<file path="config.mk">
export PLATFORM = sky130hd
export DESIGN_NAME = evt_burst_gen_flat
export DESIGN_NICKNAME = d
export VERILOG_FILES = /design/src/rtl/evt_burst_gen_if.sv /design/src/rtl/evt_burst_gen.sv /design/src/flat_wrapper.sv
export SDC_FILE = /design/constraint.sdc
export NUM_CORES = 1
export LEC_CHECK = 0
export ABC_AREA = 1
export CAP_MARGIN = 10
export CORE_UTILIZATION = 30
export DETAILED_ROUTE_END_ITERATION = 12
export PLACE_DENSITY = 0.57
export REMOVE_ABC_BUFFERS = 1
export SETUP_SLACK_MARGIN = 0.1
export SYNTH_ARGS = -nofsm -noshare
export SYNTH_HDL_FRONTEND = slang
export SYNTH_SLANG_ARGS = --single-unit
</file>
<file path="constraint.sdc">
create_clock -name clk_in -period 1.78 [get_ports clk_in]
set_input_delay 0.267 -clock clk_in [delete_from_list [all_inputs] [get_ports clk_in]]
set_output_delay 0.267 -clock clk_in [all_outputs]
set_load 0.01 [all_outputs]
</file>
<file path="src/rtl/evt_burst_gen_if.sv">
// Request/response bundle for evt_burst_gen: start/count/gap/abort in, status and event pulses out.
// Widths follow the same MAX_COUNT/MAX_GAP parameters as the generator.
interface evt_burst_gen_if #(
   parameter int MAX_COUNT = 16,
   parameter int MAX_GAP   = 15
);
   localparam int IW = $clog2(MAX_COUNT);
   localparam int GW = $clog2(MAX_GAP + 1);
   localparam int CW = $clog2(MAX_COUNT + 1);

   logic          start_in;
   logic [CW-1:0] count_in;
   logic [GW-1:0] gap_in;
   logic          abort_in;
   logic          ready_out;
   logic          busy_out;
   logic          evt_out;
   logic [IW-1:0] idx_out;
   logic          done_out;

   modport master (
      output start_in, count_in, gap_in, abort_in,
      input  ready_out, busy_out, evt_out, idx_out, done_out
   );

   modport slave (
      input  start_in, count_in, gap_in, abort_in,
      output ready_out, busy_out, evt_out, idx_out, done_out
   );
endinterface

</file>
<file path="src/rtl/evt_burst_gen.sv">
// Programmable burst of N single-cycle event pulses separated by G idle cycles, then done.
// Define EVT_BURST_ABORT_EN to let abort_in cut a burst short; otherwise bursts always complete.
//
// state  | meaning
// -------+-----------------------------------------------------------
// IDLE   | ready_out high, waiting for start_in
// EMIT   | evt_out high this cycle; idx_out is the pulse index
// GAP    | idle cycles between pulses, gap counter counting down
// DONE   | done_out high for one cycle, then back to IDLE
module evt_burst_gen #(
   parameter int MAX_COUNT = 16,
   parameter int MAX_GAP   = 15
) (
   input  logic              clk_in,
   input  logic              rst_n_in,
   evt_burst_gen_if.slave    bus
);
   localparam int IW = $clog2(MAX_COUNT);
   localparam int GW = $clog2(MAX_GAP + 1);
   localparam int CW = $clog2(MAX_COUNT + 1);

   typedef enum logic [1:0] {
      S_IDLE = 2'd0,
      S_EMIT = 2'd1,
      S_GAP  = 2'd2,
      S_DONE = 2'd3
   } state_t;

   state_t        state_q, state_d;
   logic [CW-1:0] n_q, n_d;
   logic [GW-1:0] g_q, g_d;
   logic [GW-1:0] gap_cnt_q, gap_cnt_d;
   logic [IW-1:0] idx_q, idx_d;
   logic          ready_q, ready_d;
   logic          busy_q, busy_d;
   logic          evt_q, evt_d;
   logic          done_q, done_d;

   logic [CW-1:0] count_clamped;
   logic [GW-1:0] gap_clamped;
   logic          last_pulse;
   logic          abort_en;
   logic          abort_hit;

   // Clamp only exists when the input field can actually exceed the limit.
   if ((2 ** CW) - 1 > MAX_COUNT) begin : g_count_clamp
      assign count_clamped = (bus.count_in > CW'(MAX_COUNT)) ? CW'(MAX_COUNT) : bus.count_in;
   end else begin : g_count_pass
      assign count_clamped = bus.count_in;
   end

   if ((2 ** GW) - 1 > MAX_GAP) begin : g_gap_clamp
      assign gap_clamped = (bus.gap_in > GW'(MAX_GAP)) ? GW'(MAX_GAP) : bus.gap_in;
   end else begin : g_gap_pass
      assign gap_clamped = bus.gap_in;
   end

`ifdef EVT_BURST_ABORT_EN
   assign abort_en = 1'b1;
`else
   assign abort_en = 1'b0;
`endif

   assign abort_hit  = abort_en & bus.abort_in;
   assign last_pulse = (CW'(idx_q) + CW'(1)) == n_q;

   always_comb begin
      state_d   = state_q;
      n_d       = n_q;
      g_d       = g_q;
      gap_cnt_d = gap_cnt_q;
      idx_d     = idx_q;

      unique case (state_q)
         S_IDLE: begin
            if (bus.start_in) begin
               n_d       = count_clamped;
               g_d       = gap_clamped;
               idx_d     = '0;
               gap_cnt_d = '0;
               state_d   = (count_clamped == '0) ? S_DONE : S_EMIT;
            end
         end
         S_EMIT: begin
            if (abort_hit || last_pulse) begin
               state_d = S_DONE;
            end else if (g_q == '0) begin
               idx_d = idx_q + IW'(1);
            end else begin
               gap_cnt_d = g_q;
               state_d   = S_GAP;
            end
         end
         S_GAP: begin
            gap_cnt_d = gap_cnt_q - GW'(1);
            if (abort_hit) begin
               state_d = S_DONE;
            end else if (gap_cnt_q == GW'(1)) begin
               idx_d   = idx_q + IW'(1);
               state_d = S_EMIT;
            end
         end
         S_DONE: begin
            state_d = S_IDLE;
         end
         default: begin
            state_d = S_IDLE;
         end
      endcase

      // Outputs are registered copies of the next-state decode.
      ready_d = (state_d == S_IDLE);
      busy_d  = (state_d == S_EMIT) || (state_d == S_GAP);
      evt_d   = (state_d == S_EMIT);
      done_d  = (state_d == S_DONE);
   end

   always_ff @(posedge clk_in or negedge rst_n_in) begin
      if (!rst_n_in) begin
         state_q   <= S_IDLE;
         n_q       <= '0;
         g_q       <= '0;
         gap_cnt_q <= '0;
         idx_q     <= '0;
         ready_q   <= 1'b1;
         busy_q    <= 1'b0;
         evt_q     <= 1'b0;
         done_q    <= 1'b0;
      end else begin
         state_q   <= state_d;
         n_q       <= n_d;
         g_q       <= g_d;
         gap_cnt_q <= gap_cnt_d;
         idx_q     <= idx_d;
         ready_q   <= ready_d;
         busy_q    <= busy_d;
         evt_q     <= evt_d;
         done_q    <= done_d;
      end
   end

   assign bus.ready_out = ready_q;
   assign bus.busy_out  = busy_q;
   assign bus.evt_out   = evt_q;
   assign bus.idx_out   = idx_q;
   assign bus.done_out  = done_q;

endmodule

</file>
<file path="src/flat_wrapper.sv">
// flat-port wrapper written by rule: the top's interface ports become plain ports
module evt_burst_gen_flat 
#(
   parameter int MAX_COUNT = 16,
   parameter int MAX_GAP   = 15
)
  (clk_in, rst_n_in, bus_start_in, bus_count_in, bus_gap_in, bus_abort_in, bus_ready_out, bus_busy_out, bus_evt_out, bus_idx_out, bus_done_out);
  evt_burst_gen_if #(.MAX_COUNT(MAX_COUNT), .MAX_GAP(MAX_GAP)) bus_i ();
  input  logic clk_in;
  input  logic rst_n_in;
  input wire logic [$bits(bus_i.start_in)-1:0] bus_start_in;
  input wire logic [$bits(bus_i.count_in)-1:0] bus_count_in;
  input wire logic [$bits(bus_i.gap_in)-1:0] bus_gap_in;
  input wire logic [$bits(bus_i.abort_in)-1:0] bus_abort_in;
  output wire logic [$bits(bus_i.ready_out)-1:0] bus_ready_out;
  output wire logic [$bits(bus_i.busy_out)-1:0] bus_busy_out;
  output wire logic [$bits(bus_i.evt_out)-1:0] bus_evt_out;
  output wire logic [$bits(bus_i.idx_out)-1:0] bus_idx_out;
  output wire logic [$bits(bus_i.done_out)-1:0] bus_done_out;
  assign bus_i.start_in = bus_start_in;
  assign bus_i.count_in = bus_count_in;
  assign bus_i.gap_in = bus_gap_in;
  assign bus_i.abort_in = bus_abort_in;
  assign bus_ready_out = bus_i.ready_out;
  assign bus_busy_out = bus_i.busy_out;
  assign bus_evt_out = bus_i.evt_out;
  assign bus_idx_out = bus_i.idx_out;
  assign bus_done_out = bus_i.done_out;
  evt_burst_gen #(.MAX_COUNT(MAX_COUNT), .MAX_GAP(MAX_GAP)) u_core (.clk_in(clk_in), .rst_n_in(rst_n_in), .bus(bus_i));
endmodule
</file>
======== Word-level counts from Yosys, hierarchy flattened ========
Cells that the tools add are included.
word-level totals
  bits in registers ....................... 23
  latch bits .............................. 0
  RAM bits ................................ 0
  ROM bits ................................ 0
  output and inout bits ................... 8
  logic and storage cells ................. 50
  memories kept ........................... 0
operators by class
  $add $sub $neg .......................... 3
  multiply operators ...................... 0
  div/mod/pow operators ................... 0
  magnitude comparators ................... 1
  equal/unequal tests ..................... 13
  shift operators ......................... 0
  muxes and demuxes ....................... 15
  bitwise gates (word level) .............. 0
  reductions and logical operators ........ 9
operators by type and width
  kind                                                  count
  two-way mux 4 bit                                     6
  case mux 4 bit (3 select lines)                       2
  two-way mux 2 bit                                     5
  == test 2 bit, second input constant                  4
  case mux 2 bit (4 select lines)                       1
  != test 2 bit, second input constant                  3
  adder 4 x 1 -> 5 bit, second input constant           1
  == test 5 bit                                         1
  greater-than comparator 5 bit, second input constant  1
  zero test 5 bit                                       1
  two-way mux 5 bit                                     1
  AND reduction 5 bit                                   1
  adder 4 x 1 -> 4 bit, second input constant           1
  == test 2 x 1 -> 1 bit, second input constant         2
  == test 4 x 1 -> 1 bit, second input constant         1
  zero test 2 bit                                       2
  zero test 4 bit                                       1
  != test 2 x 1 -> 1 bit, second input constant         2
  AND reduction 4 bit                                   1
  subtractor 4 x 1 -> 4 bit, second input constant      1
  nonzero test 3 bit                                    1
  AND reduction 2 bit                                   1
  logical OR 1 bit                                      1

======== Logic depth before layout (Yosys ltp) ========
  depth after elaboration ................. 8
  mapped depth ............................ 13

======== Worst setup path before layout ========
OpenSTA, ideal clock, no wires.
  path kind ............................... reg2reg
  start point ............................. register u_core.idx_q[0], in the netlist u_core.bus.idx_out[0]
  end point ............................... register u_core.busy_q, in the netlist u_core.bus.busy_out
  library setup time ...................... 0.126 ns
  data arrival time ....................... 1.712 ns
  required time ........................... 1.654 ns
  slack ................................... -0.058 ns
  stages on the path, launching flop included .. 9
  path through ............................ dfrtp_1 -> ha_1 -> o21ai_0 -> nor3_2 -> nand3_2 -> buf_6 -> nand2_4 -> o21ai_2 -> ha_1
between the ends
  word-level cells in the longest chain between the ends .. 6
  elaborated cells between the ends (all ways) .. 7
RTL lines
  what                                                            RTL line              RTL
  start, declared                                                 evt_burst_gen.sv:33   logic [IW-1:0] idx_q, idx_d;
  start signal, assigned                                          evt_burst_gen.sv:134  idx_q <= idx_d;
  adder 4 x 1 -> 5 bit (*)                                        evt_burst_gen.sv:65   assign last_pulse = (CW'(idx_q) + CW'(1)) == n_q;
  == test 5 bit (*)                                               evt_burst_gen.sv:65
  two-way mux 2 bit (*)                                           evt_burst_gen.sv:85   if (abort_hit || last_pulse) begin
  case mux 2 bit (4 select lines) (*)                             evt_burst_gen.sv:74   unique case (state_q)
  == test 2 x 1 -> 1 bit / == test 2 bit (equally long branches)  evt_burst_gen.sv:113  busy_d = (state_d == S_EMIT) || (state_d == S_GAP);
  logical OR 1 bit (*)                                            evt_burst_gen.sv:113
  named net u_core.busy_d                                         evt_burst_gen.sv:35   logic busy_q, busy_d;
  end signal, assigned                                            evt_burst_gen.sv:136  busy_q <= busy_d;
  end, declared                                                   evt_burst_gen.sv:35
Mark *: on every way through the listed nets, which the timed path passes. The rest lies on a longest branch.
A chain may end at the register's enable or synchronous reset.

======== Worst setup path after layout ========
Ends and elaborated chain as after synthesis.

==> flow_metrics.py <==
metrics = {
    "route": {
        "drt_iter0_drc": 73,
        "wl_per_cell_um": 11.2,
        "vias_per_cell": 4.71,
        "vias": 1243,
        "antenna_left": 0,
        "routed_wl_um": 2960,
        "dr.pass1.iters": 4,
        "drc": 0,
    },
    "sta": {
        "final.setup_skew_ns": 0.00193,
        "fmax_mhz": 590,
        "rsz0062_at_grt": "yes",
        "max_slew_margin_pct": 75.3,
        "worst_slew_pin_slew_ns": 0.366,
        "finalHoldViolations": 0,
        "maxSlewViolCount": 0,
        "setup_viol": 0,
        "period_minus_slack_ns": 1.70,
        "fin_crit_sh_pct": 95.2,
    },
    "critical_path": {
        "path_class": "register to register",
        "reg2reg_depth": 8,
        "cp_data_arrival_time_ns": 1.85,
        "startpoint_type": "register",
        "crit_fanout": 4,
        "end_kind": "register",
        "required_ns": 1.94,
    },
    "layout": {
        "fin_nets": 237,
        "drive_above_1_share_pct": 19.3,
        "fillCellCount": 469,
        "syn_to_final_growth_pct": 32.6,
        "diodes": 0,
        "design_area_sq_mm": 0.00183,
    },
    "floorplan": {
        "core.rowCount": 24,
        "die_y_um": 69.8,
        "die_area_sq_mm": 0.00488,
        "io_pins": 21,
        "core_area_sq_mm": 0.00438,
        "die_x_um": 69.8,
        "initial_core_util_pct": 31.5,
    },
    "clock_tree": {
        "cts_htree_levels": 1,
        "ctsHoldBuffers": 0,
        "cts_root_buf": "clkbuf_8",
        "clk_pin_slew_ns": 0.08,
        "cts_made_buffers": 3,
        "cts_sinks": 23,
        "cts_tree": "yes",
        "worstSkewPairLatency_ns": 0.27,
        "clockBufferDepth": 2,
    },
    "synthesis": {
        "ys_types": 23,
        "avgSynthCellArea_sq_um": 7.75,
        "yosysSeqAreaShare_pct": 41.8,
        "syn-cell-area_sq_mm": 0.00138,
        "yosys_warnings": 0,
        "syn_inst": 178,
        "ys_ff_latch": 23,
    },
    "status": {
        "outcome": "finished clean",
    },
    "placed_design": {
        "gp_congestion": 0.779,
        "port_buffers": 19,
        "dp_hpwl_um": 2230,
        "placed_cell_area_sq_mm": 0.00170,
    },
    "power": {
        "switching_share_pct": 44.2,
        "seqPwrFrac_pct": 30.0,
        "p_leak_nw": 0.896,
        "power_mw": 2.98,
        "p_int_mw": 1.67,
        "switching_power_mw": 1.32,
        "p_per_area_mw_per_mm2": 1630,
        "power_frac_comb_pct": 58.8,
        "peakVddDrop_v": 0.000711,
        "p_clk_share_pct": 11.1,
    },
    "global_route": {
        "grt_antenna_before_repair": 0,
        "grt.busiest_layer": "met2",
        "grt_usage_pct": 13.0,
        "overflow": 0,
        "met3_usage_pct": 1.60,
        "first_global_vias": 1163,
        "grt_start_max_net_pins": 24,
        "grt_util_met1_pct": 17.9,
        "grtUsageMet2_pct": 21.0,
        "grt_pass1_wl_um": 5240,
    },
    "run": {
        "cap_violations": 0,
    },
    "worst_hold_path": {
        "hp-class": "primary input to async pin",
    },
}
## flip-flops by register name, summed over array words and instances (netlist names)
name	cells
u_core.state_q	2
u_core.bus.ready_out	1
u_core.bus.evt_out	1
u_core.bus.idx_out	4
u_core.bus.done_out	1
u_core.g_q	4
u_core.n_q	5
u_core.gap_cnt_q	4
u_core.bus.busy_out	1
## routing by layer
layer	wire (um)	part of all wire, %	vias up
met2	1340	45	19
li1	-	-	643
met1	1500	51	577
met4	43	1.5	0
met3	75	2.5	4
met5	0	0	-
## cells by family (layout without fill, tap and decap cells)
group / Yosys count / count (layout) / synth area share, %
xor+xnor: 1 / 1 / 0.635
simple gates: 93 / 93 / 30.9
fa+ha+maj: 11 / 11 / 9.97
flops: 23 / 23 / 41.8
buf+inv: 28 / 62 / 8.16
compound gates: 22 / 22 / 8.52
## layout make-up
| type | count | area, sq um | area share (%) |
|---|---|---|---|
| repair buffers | 31 | 283 | 15.4 |
| inverters | 27 | 101 | 5.54 |
| flip-flops and latches | 23 | 578 | 31.6 |
| multi-input cells | 127 | 758 | 41.4 |
| clock buffers | 4 | 45.0 | 2.46 |
| well taps | 52 | 65.1 | 3.55 |
## final timing paths
| kind | startpoint | slack [ns] | endpoint |
|---|---|---|---|
| min in group clk_in | u_core.gap_cnt_q[1] | 0.51 | u_core.gap_cnt_q[1] |
| max reg2reg | u_core.bus.idx_out[0] | 0.08 | u_core.bus.busy_out |
| min | rst_n_in | 0.35 | u_core.n_q[3] |
| max in group asynchronous | rst_n_in | 1.14 | u_core.bus.ready_out |
| max | u_core.bus.idx_out[0] | 0.08 | u_core.bus.busy_out |
| min reg2reg | u_core.gap_cnt_q[1] | 0.51 | u_core.gap_cnt_q[1] |
## placed cells by master, fill, tap and decap left out
cell type	n
a21oi_2	1
xnor2_1	1
inv_2	4
nand2_4	1
ha_4	1
nand3_2	2
a2bb2oi_1	1
nor2_2	2
ha_2	1
buf_4	12
nor3_2	1
nand3_1	8
o21ai_0	9
clkinv_1	1
ha_1	9
nand2_2	7
dfrtp_2	1
and3_1	1
o21ai_1	3
nand2_1	47
dfstp_2	1
inv_1	22
nand3_4	1
nor2_1	9
dlymetal6s2s_1	1
dfrtp_1	21
clkdlybuf4s50_1	18
nand4_1	13
o21ai_2	1
clkbuf_1	1
clkbuf_8	3
o21ai_4	1
a21oi_1	6
nor2_4	1
## worst max-delay path, stage by stage, from the launching register on
cell     delay, ns
dfrtp_1       0.42
ha_4          0.27
inv_2         0.05
nor2_2        0.03
nor3_2        0.23
nand3_4       0.14
nand2_4       0.10
o21ai_4       0.06
ha_1          0.28
## Yosys cell counts (all sizes together)
cell type   n  area share [%]
ha         11              10
nor2       12             3.4
nand2      55              16
a2bb2oi     1            0.63
nor3        1            0.73
and3        1            0.45
inv        26             7.1
buf         1            0.82
dfrtp      22              40
nand3      11             4.4
clkinv      1            0.27
a21oi       7             2.5
dfstp       1             1.9
nand4      13             5.9
xnor2       1            0.63
o21ai      14             5.3
## power groups by stage
stage                     registers [mW]  logic (mW)  clock network [mW]
after detailed placement           0.884        1.58                   0
after CTS                          0.882        1.67               0.339
after global placement             0.883        1.58                   0
after global routing               0.923        1.99               0.358
final                              0.896        1.75               0.332
after floorplan                    0.908       0.989                   0
## stage by stage
stage,setup slack (ns),util [%],setup TNS (ns),std cells,hold slack (ns)
2_1_floorplan,-0.0972,-,-0.0997,177,-0.0286
3_3_place_gp,-0.0213,38.8,-0.0213,258,0.499
3_5_place_dp,-0.0606,38.8,-0.0610,258,0.494
4_1_cts,0.0635,40.7,0,263,0.365
5_1_grt,0.00873,41.8,0,264,0.380
6_report,0.0847,41.8,0,264,0.352
## what timing repair did
action                     in CTS  in global routing
cloned                          0                  0
pin swaps                       7                 12
buffers inserted                1                  1
resized for setup               5                 16
setup endpoints to repair       9                 13
Power figures use the tool's default switching activity.
